<file path="config.mk">
export PLATFORM = sky130hd
export DESIGN_NAME = pwm_bank
export DESIGN_NICKNAME = d
export VERILOG_FILES = /design/src/rtl/pwm_pkg.sv /design/src/rtl/pwm_channel.sv /design/src/rtl/pwm_bank.sv
export SDC_FILE = /design/constraint.sdc
export NUM_CORES = 1
export LEC_CHECK = 0
export CORE_ASPECT_RATIO = 1.75
export CORE_UTILIZATION = 45
export DETAILED_ROUTE_END_ITERATION = 8
export PLACE_DENSITY = 0.65
export SLEW_MARGIN = 20
export SYNTH_ARGS = -nofsm -noshare
export SYNTH_HDL_FRONTEND = slang
export SYNTH_HIERARCHICAL = 1
export SYNTH_SLANG_ARGS = --single-unit
export TNS_END_PERCENT = 1
</file>
<file path="constraint.sdc">
create_clock -name clk_io -period 2.9 [get_ports clk_io]
set_clock_uncertainty 0.2 [all_clocks]
set_input_delay 0.58 -clock clk_io [delete_from_list [all_inputs] [get_ports clk_io]]
set_output_delay 0.58 -clock clk_io [all_outputs]
set_load 0.1 [all_outputs]
</file>
<file path="src/rtl/pwm_pkg.sv">
// -----------------------------------------------------------------------------
// pwm_pkg
// Shared definitions for the PWM bank: register map addresses, CTRL bit
// positions and the period counter state encoding.
// No ports; imported by pwm_channel and pwm_bank.
// -----------------------------------------------------------------------------
package pwm_pkg;

  // Register map, word addresses on the configuration bus
  localparam int ADDR_CTRL      = 0;
  localparam int ADDR_PERIOD    = 1;
  localparam int ADDR_PRESC     = 2;
  localparam int ADDR_INV       = 3;
  localparam int ADDR_DUTY_BASE = 4;

  // Bit positions inside CTRL
  localparam int CTRL_EN_BIT     = 0;
  localparam int CTRL_CENTER_BIT = 1;

  // Period counter state: IDLE while disabled, DOWN only in center mode
  typedef enum logic [1:0] {
    IDLE = 2'd0,
    UP   = 2'd1,
    DOWN = 2'd2
  } cnt_state_e;

endpackage

</file>
<file path="src/rtl/pwm_channel.sv">
// -----------------------------------------------------------------------------
// pwm_channel
// One PWM compare channel: shadow and active duty registers, compare against
// the shared period counter, output inversion and the registered output.
// Ports:
//   clk_io    in   1      system clock
//   reset_io  in   1      synchronous reset, active-low
//   en        in   1      global enable; when low the output idles at inv
//   load      in   1      copy shadow duty into active duty this cycle
//   wr        in   1      write strobe for this channel's duty register
//   wr_data   in   CNT_W  new duty value
//   cnt       in   CNT_W  shared period counter
//   inv       in   1      active inversion bit for this channel
//   duty_sh   out  CNT_W  shadow duty, used for readback
//   pwm_out   out  1      registered PWM output
// -----------------------------------------------------------------------------
module pwm_channel
  import pwm_pkg::*;
#(
  parameter int CNT_W = 8
) (
  input  logic             clk_io,
  input  logic             reset_io,
  input  logic             en,
  input  logic             load,
  input  logic             wr,
  input  logic [CNT_W-1:0] wr_data,
  input  logic [CNT_W-1:0] cnt,
  input  logic             inv,
  output logic [CNT_W-1:0] duty_sh,
  output logic             pwm_out
);

  logic [CNT_W-1:0] duty_act;

  // Duty is double-buffered: the bus writes the shadow copy at any time,
  // while the comparator only ever sees the active copy, which is refreshed
  // on a period boundary (or continuously while disabled). The output flop
  // compares the current counter value, so pwm_out trails cnt by one clock.
  // A write landing on a load cycle still sees the old shadow being copied.
  always_ff @(posedge clk_io) begin
    if (!reset_io) begin
      duty_sh  <= '0;
      duty_act <= '0;
      pwm_out  <= 1'b0;
    end else begin
      if (wr) begin
        duty_sh <= wr_data;
      end
      if (load) begin
        duty_act <= duty_sh;
      end
      if (!en) begin
        pwm_out <= inv;
      end else begin
        pwm_out <= (cnt < duty_act) ^ inv;
      end
    end
  end

endmodule

</file>
<file path="src/rtl/pwm_bank.sv">
// -----------------------------------------------------------------------------
// pwm_bank
// Multi-channel PWM generator. A shared prescaler and period counter (edge-
// or center-aligned) drive NUM_CH compare channels. Configuration is written
// over a 16-bit register bus into shadow registers that are transferred to
// the active set only at period boundaries, so outputs never glitch mid-period.
// Ports:
//   clk_io       in   1       system clock
//   reset_io     in   1       synchronous reset, active-low
//   wr_en        in   1       register write strobe
//   wr_addr      in   ADDR_W  register write address
//   wr_data      in   16      write data, unused upper bits ignored
//   rd_addr      in   ADDR_W  readback address
//   rd_data      out  16      shadow register readback, one cycle latency
//   pwm_out      out  NUM_CH  registered PWM outputs
//   period_tick  out  1       one-cycle pulse with the first output cycle
//                             of each new period
// -----------------------------------------------------------------------------
module pwm_bank
  import pwm_pkg::*;
#(
  parameter int NUM_CH  = 8,
  parameter int CNT_W   = 8,
  parameter int PRESC_W = 8,
  parameter int ADDR_W  = 5
) (
  input  logic              clk_io,
  input  logic              reset_io,
  input  logic              wr_en,
  input  logic [ADDR_W-1:0] wr_addr,
  input  logic [15:0]       wr_data,
  input  logic [ADDR_W-1:0] rd_addr,
  output logic [15:0]       rd_data,
  output logic [NUM_CH-1:0] pwm_out,
  output logic              period_tick
);

  logic               ctrl_en;
  logic               center_sh, center_act;
  logic [CNT_W-1:0]   period_sh, period_act;
  logic [PRESC_W-1:0] presc_sh, presc_act;
  logic [NUM_CH-1:0]  inv_sh, inv_act;
  logic [CNT_W-1:0]   duty_sh [NUM_CH];

  logic               wr_ctrl, wr_period, wr_presc, wr_inv;
  logic               tick, boundary, boundary_d, load;
  logic [PRESC_W-1:0] pc, pc_next;
  logic [CNT_W-1:0]   cnt, cnt_next;
  cnt_state_e         state, state_next;
  logic [15:0]        rd_next;
  logic               unused_wr_bits;

  // Narrow configurations leave upper write-data bits unconnected on purpose
  assign unused_wr_bits = ^wr_data;

  assign wr_ctrl   = wr_en && (wr_addr == ADDR_W'(ADDR_CTRL));
  assign wr_period = wr_en && (wr_addr == ADDR_W'(ADDR_PERIOD));
  assign wr_presc  = wr_en && (wr_addr == ADDR_W'(ADDR_PRESC));
  assign wr_inv    = wr_en && (wr_addr == ADDR_W'(ADDR_INV));

  // While disabled the active set tracks the shadow set every cycle, so
  // enabling always starts from the most recently written configuration.
  assign load = boundary || !ctrl_en;

  // Global shadow registers and their active copies. EN is deliberately
  // not double-buffered so that start/stop take effect immediately.
  always_ff @(posedge clk_io) begin
    if (!reset_io) begin
      ctrl_en    <= 1'b0;
      center_sh  <= 1'b0;
      center_act <= 1'b0;
      period_sh  <= '0;
      period_act <= '0;
      presc_sh   <= '0;
      presc_act  <= '0;
      inv_sh     <= '0;
      inv_act    <= '0;
    end else begin
      if (wr_ctrl) begin
        ctrl_en   <= wr_data[CTRL_EN_BIT];
        center_sh <= wr_data[CTRL_CENTER_BIT];
      end
      if (wr_period) begin
        period_sh <= wr_data[CNT_W-1:0];
      end
      if (wr_presc) begin
        presc_sh <= wr_data[PRESC_W-1:0];
      end
      if (wr_inv) begin
        inv_sh <= wr_data[NUM_CH-1:0];
      end
      if (load) begin
        center_act <= center_sh;
        period_act <= period_sh;
        presc_act  <= presc_sh;
        inv_act    <= inv_sh;
      end
    end
  end

  // Tick and boundary detection. In center mode the counter turns around
  // at the bottom while heading down; a zero period degenerates to a
  // boundary on every tick since the counter never leaves zero.
  always_comb begin
    tick     = ctrl_en && (pc == presc_act);
    boundary = 1'b0;
    if (!center_act) begin
      boundary = tick && (cnt == period_act);
    end else if (period_act == '0) begin
      boundary = tick;
    end else begin
      boundary = tick && (state == DOWN) && (cnt == '0);
    end
  end

  // Counter next-state logic. Edge mode counts 0..PERIOD and wraps.
  // Center mode climbs to PERIOD-1, holds one tick while turning to DOWN,
  // descends to 0 and holds one tick while turning back to UP, giving a
  // 2*PERIOD tick period whose pulses straddle the bottom turnaround.
  // IDLE behaves like UP on the first enabled cycle so counting starts
  // immediately from zero.
  always_comb begin
    state_next = state;
    cnt_next   = cnt;
    pc_next    = pc;
    if (!ctrl_en) begin
      state_next = IDLE;
      cnt_next   = '0;
      pc_next    = '0;
    end else begin
      pc_next = tick ? '0 : pc + PRESC_W'(1);
      if (state == IDLE) begin
        state_next = UP;
      end
      if (tick) begin
        if (!center_act) begin
          state_next = UP;
          cnt_next   = (cnt == period_act) ? '0 : cnt + CNT_W'(1);
        end else if (period_act == '0) begin
          state_next = UP;
          cnt_next   = '0;
        end else if (state != DOWN) begin
          if (cnt == period_act - CNT_W'(1)) begin
            state_next = DOWN;
          end else begin
            state_next = UP;
            cnt_next   = cnt + CNT_W'(1);
          end
        end else begin
          if (cnt == '0) begin
            state_next = UP;
          end else begin
            cnt_next = cnt - CNT_W'(1);
          end
        end
      end
    end
  end

  // Counter state register. period_tick is delayed twice from the boundary
  // so it lines up with the first registered output of the new period.
  always_ff @(posedge clk_io) begin
    if (!reset_io) begin
      state       <= IDLE;
      cnt         <= '0;
      pc          <= '0;
      boundary_d  <= 1'b0;
      period_tick <= 1'b0;
    end else begin
      state       <= state_next;
      cnt         <= cnt_next;
      pc          <= pc_next;
      boundary_d  <= boundary;
      period_tick <= boundary_d && ctrl_en;
    end
  end

  // One compare channel per output, each owning its own duty registers
  for (genvar k = 0; k < NUM_CH; k++) begin : g_ch
    logic duty_wr;
    assign duty_wr = wr_en && (wr_addr == ADDR_W'(ADDR_DUTY_BASE + k));

    pwm_channel #(
      .CNT_W(CNT_W)
    ) u_ch (
      .clk_io  (clk_io),
      .reset_io(reset_io),
      .en      (ctrl_en),
      .load    (load),
      .wr      (duty_wr),
      .wr_data (wr_data[CNT_W-1:0]),
      .cnt     (cnt),
      .inv     (inv_act[k]),
      .duty_sh (duty_sh[k]),
      .pwm_out (pwm_out[k])
    );
  end

  // Readback multiplexer over the shadow registers; unmapped addresses read
  // zero. Registering it means a same-cycle write shows the old value.
  always_comb begin
    rd_next = '0;
    if (rd_addr == ADDR_W'(ADDR_CTRL)) begin
      rd_next = 16'({center_sh, ctrl_en});
    end else if (rd_addr == ADDR_W'(ADDR_PERIOD)) begin
      rd_next = 16'(period_sh);
    end else if (rd_addr == ADDR_W'(ADDR_PRESC)) begin
      rd_next = 16'(presc_sh);
    end else if (rd_addr == ADDR_W'(ADDR_INV)) begin
      rd_next = 16'(inv_sh);
    end
    for (int k = 0; k < NUM_CH; k++) begin
      if (rd_addr == ADDR_W'(ADDR_DUTY_BASE + k)) begin
        rd_next = 16'(duty_sh[k]);
      end
    end
  end

  // Readback output register
  always_ff @(posedge clk_io) begin
    if (!reset_io) begin
      rd_data <= '0;
    end else begin
      rd_data <= rd_next;
    end
  end

endmodule
</file>
Word level (Yosys, flattened, before mapping)
Index checks and enable logic that the tools add are counted.
Widths: inputs -> output; s select.
{ "op_classes": {"n_addsub": 4, "magnitude_cmp": 8, "eq_ne": 29, "n_mux": 35, "n_bitwise": 10, "reduce_logical": 28} }
{ "op_table": {"columns": ["operator", "count"], "rows": [
  ["$mux 8", 18],
  ["$lt 8x8->1", 8],
  ["$eq 5x3->1 const B", 8],
  ["$eq 5x4->1 const B", 8],
  ["$eq 8x8->1", 3],
  ["$eq 5x2->1 const B", 4],
  ["$logic_and 1x1->1", 17],
  ["$add 8x1->8 const B", 2],
  ["$logic_not 8->1", 2],
  ["$sub 8x1->8 const B", 2],
  ["$mux 2", 7],
  ["$reduce_or 12->1", 1],
  ["$eq 5x1->1 const B", 2],
  ["$logic_not 5->1", 2],
  ["$mux 1", 10],
  ["$xor 1x1->1", 8],
  ["$ne 4x3->1 const B", 1],
  ["$ne 4x4->1 const B", 1],
  ["$reduce_and 3->1", 1],
  ["$reduce_or 3->1", 1],
  ["$eq 2x2->1 const B", 1],
  ["$logic_not 2->1", 1],
  ["$ne 2x2->1 const B", 1],
  ["$not 1->1", 2],
  ["3 further kinds", 3]
]} }
{ "totals": {"regBits": 223, "inputBits": 29, "out_inout_bits": 25, "wordCells": 154} }

Depth between registers and ports, before layout
Gate-level depths: netlist of the first run.
{ "depth": {"depth_word": 13, "mapped_depth": 12} }

By module
Netlist of the first run, hierarchy kept.
{ "modules_own_cells": {"columns": ["module", "n_inst", "cells_per_inst", "area_each_um2"], "rows": [
  ["pwm_bank", 1, 521, 4825.9],
  ["pwm_channel (g_ch[3].u_ch ...)", 5, 82, 840.8],
  ["pwm_channel (g_ch[0].u_ch ...)", 3, 82, 847.1]
]} }

Worst setup path before layout of the first run
OpenSTA, ideal clock, no wires.
{ "synth_path": {"path_type": "register -> register", "start": "register ctrl_en", "end": "register g_ch[0].u_ch.duty_act[0]", "setup_time_ps": 116, "arrival_ps": 2307, "required_ps": 2584, "slack_ps": 277, "stages_incl_launch_ff": 12, "period_less_slack_ps": 2623, "cell_sequence": "dfxtp_1 -> clkbuf_1 -> nand2_1 -> or3_1 -> buf_2 -> nand2b_4 -> o21ai_2 -> buf_6 -> buf_12 -> buf_2 -> mux2i_1 -> nor2b_1"} }
{ "synth_between": {"elab_chain_len": 6, "word_cells_on_any_way": 8, "cone_classes": "mux: 2; reduce/logical: 6"} }
{ "synth_lines": {"columns": ["element", "line_no", "text"], "rows": [
  ["start: declaration", "pwm_bank.sv:38", "logic ctrl_en;"],
  ["start signal: assignment", "pwm_bank.sv:80", "ctrl_en <= wr_data[CTRL_EN_BIT];"],
  ["$logic_and 1x1->1", "pwm_bank.sv:105", "tick = ctrl_en && (pc == presc_act);"],
  ["$logic_and 1x1->1 (2 in a row)", "pwm_bank.sv:112", "boundary = tick && (state == DOWN) && (cnt == '0);"],
  ["$mux 1", "pwm_bank.sv:109", "end else if (period_act == '0) begin"],
  ["$mux 1", "pwm_bank.sv:107", "if (!center_act) begin"],
  ["$logic_or 1x1->1 *", "pwm_bank.sv:63", "assign load = boundary || !ctrl_en;"],
  ["named net load", "pwm_bank.sv:46", "logic tick, boundary, boundary_d, load;"],
  ["end signal: assignment", "pwm_channel.sv:51", "duty_act <= duty_sh;"],
  ["end: declaration", "pwm_channel.sv:34", "logic [CNT_W-1:0] duty_act;"]
]} }
Mark *: on every way through the listed nets, which the timed path passes. The rest lies on a longest branch.
A chain may end at the register's enable or synchronous reset.

Final worst setup path of the first run
{ "layout_path": {"start": "register period_act[1]", "end": "register cnt[2]"} }
{ "layout_between": {"elab_chain_len": 4, "word_cells_on_any_way": 10, "cone_classes": "add/sub: 1; eq/ne: 4; mux: 3; reduce/logical: 2"} }
{ "layout_lines": {"columns": ["element", "line_no", "text"], "rows": [
  ["start: declaration", "pwm_bank.sv:40", "logic [CNT_W-1:0] period_sh, period_act;"],
  ["start signal: assignment", "pwm_bank.sv:94", "period_act <= period_sh;"],
  ["$sub 8x1->8", "pwm_bank.sv:143", "if (cnt == period_act - CNT_W'(1)) begin"],
  ["$eq 8x8->1", "pwm_bank.sv:143", null],
  ["$ne 4x4->1 (no line)", null, null],
  ["$reduce_and 3->1 (no line)", null, null],
  ["end signal: assignment", "pwm_bank.sv:171", "cnt <= cnt_next;"],
  ["end: declaration", "pwm_bank.sv:48", "logic [CNT_W-1:0] cnt, cnt_next;"]
]} }
Parallel ways exist; a longest one is shown, timed or not.

==> metrics, run 1 <==
asr flop ratio synth=0%; Area Overhead vs Synth=14.59%; met2 Use GR=about two fifths; Final #Nets=around 1,300; number of warnings issued by yosys=6; CTS tree=done; vias in the first global route=8,475; Cell Pwr Density=approximately 500 nW/um2; Top Usage Layer GRT=met2; Slew Limit Fails=0; Setup Crit Path Kind=reg -> reg; CTS Buf Count=22; Compound-Gate Fraction of Synth Area=9.386%; final setup fails=0; status=completed; CP Launch Point=period_act[1]$_SDFFE_PN0P_; area share of and/or/nand/nor cells after synthesis=about a fifth; worst slew pin tran=about 0.77 ns; share of cells above drive strength 1=a little under an eighth; met1 Track Usage GR=27.73%; Initial DRT Pass Iterations=4; CTS root buf=clkbuf_16; Pleak=between 5 and 6 nW; Clk pin slew, worst setup/hold paths=~0.060 ns; Distinct cells, synth=70; clock tree sinks=~220; Starting DRT DRC Count=just under 400; total gr overflow=0; initial core utilization=between 40% and 50%; crit path time final=between 2 and 3 ns; final WL=a little under 30,000 um; Cell Count Post-Placement=~1,500; GRT met3 Usage=under 10%; Non-Filler Instances=between 1,500 and 2,000; hpwl dp=about 21,000 um; postcts setup bufs=0; DRT antenna net count=0; vias=8,592; Syn Area/Cell=9.831 um2; register bit total from synthesis=roughly 220; type of origin of the critical path=flop; count of final hold-check violations=0; EDFF count, synth=0; CP required=approximately 3.1 ns; initial antenna violation count=0; Ports=54; drt wl/cell=18.95 um; Tcrit/Tclk final=a little over nine tenths; vias per cell=around 5.5; Die Ht=214.1 um; sequential cell area fraction in the yosys report=37.20%; Critical Path AT=just under 3 ns; CP endpoint kind=flop; Rows=77; Ant. Diodes=0; post-route cell area=13,260 um2; CP Max Fanout=11; max-cap viol count=0; ys flop type=dfxtp_1; min-delay src=boundary_d$_SDFF_PN0_; CTS Buffer Depth=3; first-pass GRT wire length=~47,000 um; Setup TNS Final=0 ns; Min-Delay Path Class=reg -> reg; Worst IR Drop VDD=0.4960 mV; fmax=0.3670 GHz; post-synth design cell area=between 10,000 and 15,000 um2; R2R Setup Slk=0.18 ns; drt drc=0; RR Startpoint=period_act[1]$_SDFFE_PN0P_; cells after synthesis=approximately 1,200; Placement Cell Area=approximately 12,000 um2; gpl congestion=slightly below 0.9; Worst-Skew Late Latency=0.51 ns; synthesized-area fraction occupied by adder cells=between 6 and 7%; GRT Overall Usage=about 23%; die width=between 100 and 150 um; hold slack final=around 0.26 ns; H-tree depth=1; largest family of logic cells by synthesized area=simple AND/OR/NAND/NOR gates; core footprint=between 20,000 and 30,000 um2; largest net degree at the start of global routing=42; Max-slew headroom=about 48%; IO Port Bufs=37; die area=26,380 um2; post-synthesis mux area share=between 10% and 20%; post-synthesis xor/xnor area fraction=roughly 2.6%
-- cells in the mapped netlist (4+ instances only) --
cell type,count,area [um2]
a2111oi_0,5,43.79
a211oi_1,17,127.6
a21oi_1,24,120.1
a221o_1,5,50.05
and3_1,4,25.02
and4bb_2,8,100.1
buf_2,28,140.1
buf_4,9,67.56
clkbuf_1,22,82.58
dfxtp_1,215,4304
ha_1,61,763.2
inv_1,64,240.2
mux2_2,7,78.83
mux2i_1,187,1872
mux4_2,11,247.7
nand2_1,21,78.83
nand2b_1,31,193.9
nand3_1,16,80.08
nand3b_1,5,37.54
nand4_1,11,68.82
nor2_1,45,168.9
nor2b_1,191,1195
nor3_1,8,40.04
o2111ai_1,8,70.07
o211ai_1,8,60.06
o21a_1,9,67.56
o21ai_0,27,135.1
o21ai_1,5,25.02
o22ai_1,9,56.30
o31a_1,8,70.07
or3_1,9,56.30
or4_1,8,60.06
xnor2_1,19,166.4
xor2_1,16,140.1
-- stage by stage --
stage	power, mW	setup WS (ns)	utilization (%)
after floorplan	3.305	0.2768	-
after global placement	3.440	0.02736	49.23
after detailed placement	3.443	0.03104	49.23
after CTS	6.636	0.01535	52.48
after global routing	6.779	-0.005167	52.53
final	6.573	0.1750	52.53
-- state kept, by name, indices dropped and copies added, names as in the netlist --
register / count
boundary_d: 1
center_act: 1
center_sh: 1
cnt: 8
ctrl_en: 1
g_ch.u_ch/duty_act: 64
g_ch.u_ch/duty_sh: 64
g_ch.u_ch/pwm_out: 8
inv_act: 8
inv_sh: 8
pc: 8
period_act: 8
period_sh: 8
period_tick: 1
presc_act: 8
presc_sh: 8
rd_data: 8
state: 2
-- placed cells by master, fill, tap and decap left out, drive strengths merged, types with 19 or more instances in the layout --
cell,instances
a21oi,24
buf,69
clkbuf,29
dfxtp,215
ha,61
inv,64
mux2i,187
nand2,21
nand2b,32
nor2,45
nor2b,191
o21ai,33
xnor2,19
-- routing by layer --
| metal | wire length, um | up-vias |
|---|---|---|
| met1 | 12130 | 4115 |
| met3 | 905 | 66 |
| met2 | 15030 | 171 |
| li1 | - | 4240 |
| met4 | 1469 | 0 |
| met5 | 0 | - |
-- report_power, final --
part	switching [mW]	leakage [nW]	internal [mW]
Clock	1.20	0.409	2.00
Combinational	0.247	3.21	0.145
Sequential	0.0141	1.73	2.97
Total	1.46	5.35	5.11
-- cell families after synthesis --
group           Yosys count
fa+ha+maj                61
simple gates            380
xor+xnor                 35
mux                     205
buf+inv                 131
compound gates          149
other cells               1
flops                   215
-- final timing paths --
path / to / cells past startpoint
worst max register to register: cnt[2]$_SDFFE_PN0P_ / 9
worst max-delay path: cnt[2]$_SDFFE_PN0P_ / 9
worst min register to register: period_tick$_SDFF_PN0_ / 1
worst min-delay path: period_tick$_SDFF_PN0_ / 1
-- critical path, stage by stage, from the launching register on --
cell and delay [ns]:
dfxtp_1 0.40, inv_1 0.08, ha_1 0.27, nand2b_1 0.19, a21oi_1 0.17, a311o_1 0.13
a211oi_1 0.12, a311oi_4 0.62, o21ai_1 0.14, a32o_1 0.28
-- repair_timing --
item / CTS / global route
gates resized for setup: 0 / 1
hold endpoints to repair: 0 / 0
hold buffers: 0 / 0
setup endpoints to repair: 0 / 8
-- layout make-up --
type                       instances  area [um2]
sequential                       215        4304
inverter                          64       240.2
timing repair buffer              86       795.8
clock inverter                    11       183.9
tap                              316       395.4
clock buffer                      29       638.1
multi-input combinational        838        6701
fill                            2354       11980
Power figures use the tool's default switching activity.
==> run 2, diff against run 1 <==
--- a/config.mk
+++ b/config.mk
@@ -5,7 +5,6 @@
 export SDC_FILE = /design/constraint.sdc
 export NUM_CORES = 1
 export LEC_CHECK = 0
-export CORE_ASPECT_RATIO = 1.75
 export CORE_UTILIZATION = 45
 export DETAILED_ROUTE_END_ITERATION = 8
 export PLACE_DENSITY = 0.65
@@ -14,4 +13,3 @@
 export SYNTH_HDL_FRONTEND = slang
 export SYNTH_HIERARCHICAL = 1
 export SYNTH_SLANG_ARGS = --single-unit
-export TNS_END_PERCENT = 1
==> metrics, run 2 (synthesis gave the netlist of run 1 again) <==
status=completed; crit path time final=around 2.7 ns; min-delay src=boundary_d$_SDFF_PN0_; CTS tree=done; CP required=around 3.1 ns; fill count=approximately 2,200; Ports=between 50 and 60; Worst Hold End=period_tick$_SDFF_PN0_; WHS Path Cells=1; H-tree depth=1; vias=between 8,000 and 9,000; Initial DRT Pass Iterations=5; Critical Path AT=roughly 2.9 ns; Pleak=5.333 nW; Non-Filler Instances=about 1,600; drt drc=0; total gr overflow=0; RR Startpoint=period_act[0]$_SDFFE_PN0P_; Setup TNS Final=0 ns; combinational power share=~6.2%; Reg area=~4300 um2; core footprint=between 20,000 and 30,000 um2; Worst IR Drop VDD=between 0.4 and 0.5 mV; share of cells above drive strength 1=around 12%; IO Port Bufs=37; Min-Delay Path Class=reg -> reg; most frequent cells in the layout=dfxtp_1 (215), nor2b_1 (191), mux2i_1 (187), buf_4 (67), inv_1 (64); Setup Crit Path Kind=reg -> reg; final worst-path setup slack=between 0.2 and 0.25 ns; Cell Count Post-Placement=1,538; worst slew pin tran=0.7695 ns; slowest CP cell=a311oi_4; worst r2r dst=cnt[0]$_SDFFE_PN0P_; Die Ht=162.4 um; vias in the first global route=7,990; count of final hold-check violations=0; final setup fails=0; part of the power in registers=between 40% and 50%; CTS root buf=clkbuf_16; hpwl dp=~21,000 um; critical path, cell by cell=inv_1, ha_1, nand2b_1, a21oi_1, a311o_1, a211oi_2, a311oi_4, buf_4, mux2i_1, nor2_1; initial core utilization=between 40% and 50%; die area=approximately 26,000 um2; die width=162.4 um; Cell Pwr Density=480.7 nW/um2; Hold-fix buffers, CTS=0; Power Total=roughly 6.4 mW; drt wl/cell=18.31 um; Starting DRT DRC Count=around 500; initial antenna violation count=0; vias per cell=5.347; Max-slew headroom=between 40% and 50%; Worst-Skew Late Latency=roughly 0.53 ns; first-pass GRT wire length=around 45,000 um; Final #Nets=1,327; RSZ-0062 raised after global routing=no; max incr delay on CP=around 0.55 ns; gpl congestion=about 0.87; GRT Overall Usage=22.29%; CTS Buf Count=25; Pint=4.848 mW; biggest regs=g_ch.u_ch/duty_act: 64 flops, g_ch.u_ch/duty_sh: 64 flops; Area Overhead vs Synth=14.58%; largest net degree at the start of global routing=57; fmax=0.3730 GHz; R2R Setup Slk=0.22 ns; leading cell type in the layout, fill and taps excluded=dfxtp_1; pre-CTS setup slack=~0.017 ns; final WL=about 29,000 um; Multi-input gate area=~6700 um2; r2r worst-path depth=10; clock tree sinks=~220; CP Max Fanout=10; hold slack final=0.2691 ns; CTS Buffer Depth=3; Tcrit/Tclk final=92.44%; Clk pin slew, worst setup/hold paths=0.06 ns; DRT antenna net count=0; Clk network pwr share=between 40% and 50%; Slew Limit Fails=0; Rows=58; total net switching power=about 1.5 mW; switch share=about a quarter; max-cap viol count=0; type of origin of the critical path=flop; CP endpoint kind=flop
-- run 2: what timing repair did --
| action | 4_1_cts | 5_1_grt |
|---|---|---|
| setup buffers | 0 | 2 |
| resized for setup | 0 | 2 |
| endpoints found under the hold margin | 0 | 0 |
| setup endpoints to repair | 0 | 8 |
-- run 2: layout make-up --
class | count | area share (%)
Sequential cell | 215 | 32.47
Inverter | 64 | 1.812
Timing Repair Buffer | 93 | 6.210
Multi-Input combinational cell | 838 | 50.59
Antenna cell | 2 | 0.03775
Clock buffer | 34 | 5.125
Clock inverter | 9 | 0.6512
Tap cell | 330 | 3.114
-- run 2: worst max-delay path by stage --
| stage | from | endpoint | cells past startpoint |
|---|---|---|---|
| final | period_act[0]$_SDFFE_PN0P_ | cnt[0]$_SDFFE_PN0P_ | 10 |
| after global routing | period_act[0]$_SDFFE_PN0P_ | cnt[0]$_SDFFE_PN0P_ | 10 |
| after detailed placement | period_act[0]$_SDFFE_PN0P_ | cnt[5]$_SDFFE_PN0P_ | 8 |
| after floorplan | ctrl_en$_SDFFE_PN0P_ | g_ch[0].u_ch/duty_act[0]$_SDFFE_PN0P_ | 11 |
| after global placement | period_act[0]$_SDFFE_PN0P_ | cnt[6]$_SDFFE_PN0P_ | 9 |
| after CTS | period_act[0]$_SDFFE_PN0P_ | cnt[5]$_SDFFE_PN0P_ | 9 |
-- run 2: power groups by stage --
stage	Combinational [mW]	Clock, mW	Sequential, mW
6_report	0.393	2.99	2.99
5_1_grt	0.414	3.20	2.99
4_1_cts	0.392	3.05	2.99
3_5_place_dp	0.391	0	3.05
3_3_place_gp	0.390	0	3.05
2_1_floorplan	0.226	0	3.08
-- run 2: worst max-delay path: cells and delay by family (launching register included) --
family,cells,cell delay (ns)
adder cells (fa/ha/maj),1,0.29
multiplexers,1,0.17
flip-flops,1,0.40
AND/OR/NAND/NOR,2,0.24
AO/OA/AOI/OAI,4,0.94
buffers and inverters,2,0.32
-- run 2: stage by stage --
step | util [%] | area, um2
final | 52.65 | 13260
after global routing | 52.63 | 13250
after CTS | 52.50 | 13220
after floorplan | - | 11600
after global placement | 49.46 | 12460
after detailed placement | 49.46 | 12460
-- run 2: layer usage --
metal,wire length (um),global-route usage (%),share of wire (%)
met5,0,0,0
met4,546,5.403,1.9
met3,1033,2.496,3.6
met2,12960,35.53,45
met1,14480,31.98,50
==> run 3, diff against run 2 <==
--- a/config.mk
+++ b/config.mk
@@ -5,6 +5,7 @@
 export SDC_FILE = /design/constraint.sdc
 export NUM_CORES = 1
 export LEC_CHECK = 0
+export CAP_MARGIN = 0
 export CORE_UTILIZATION = 45
 export DETAILED_ROUTE_END_ITERATION = 8
 export PLACE_DENSITY = 0.65
==> results of run 3 <==
The final DEF is identical to that of run 2; final timing and power are the same.
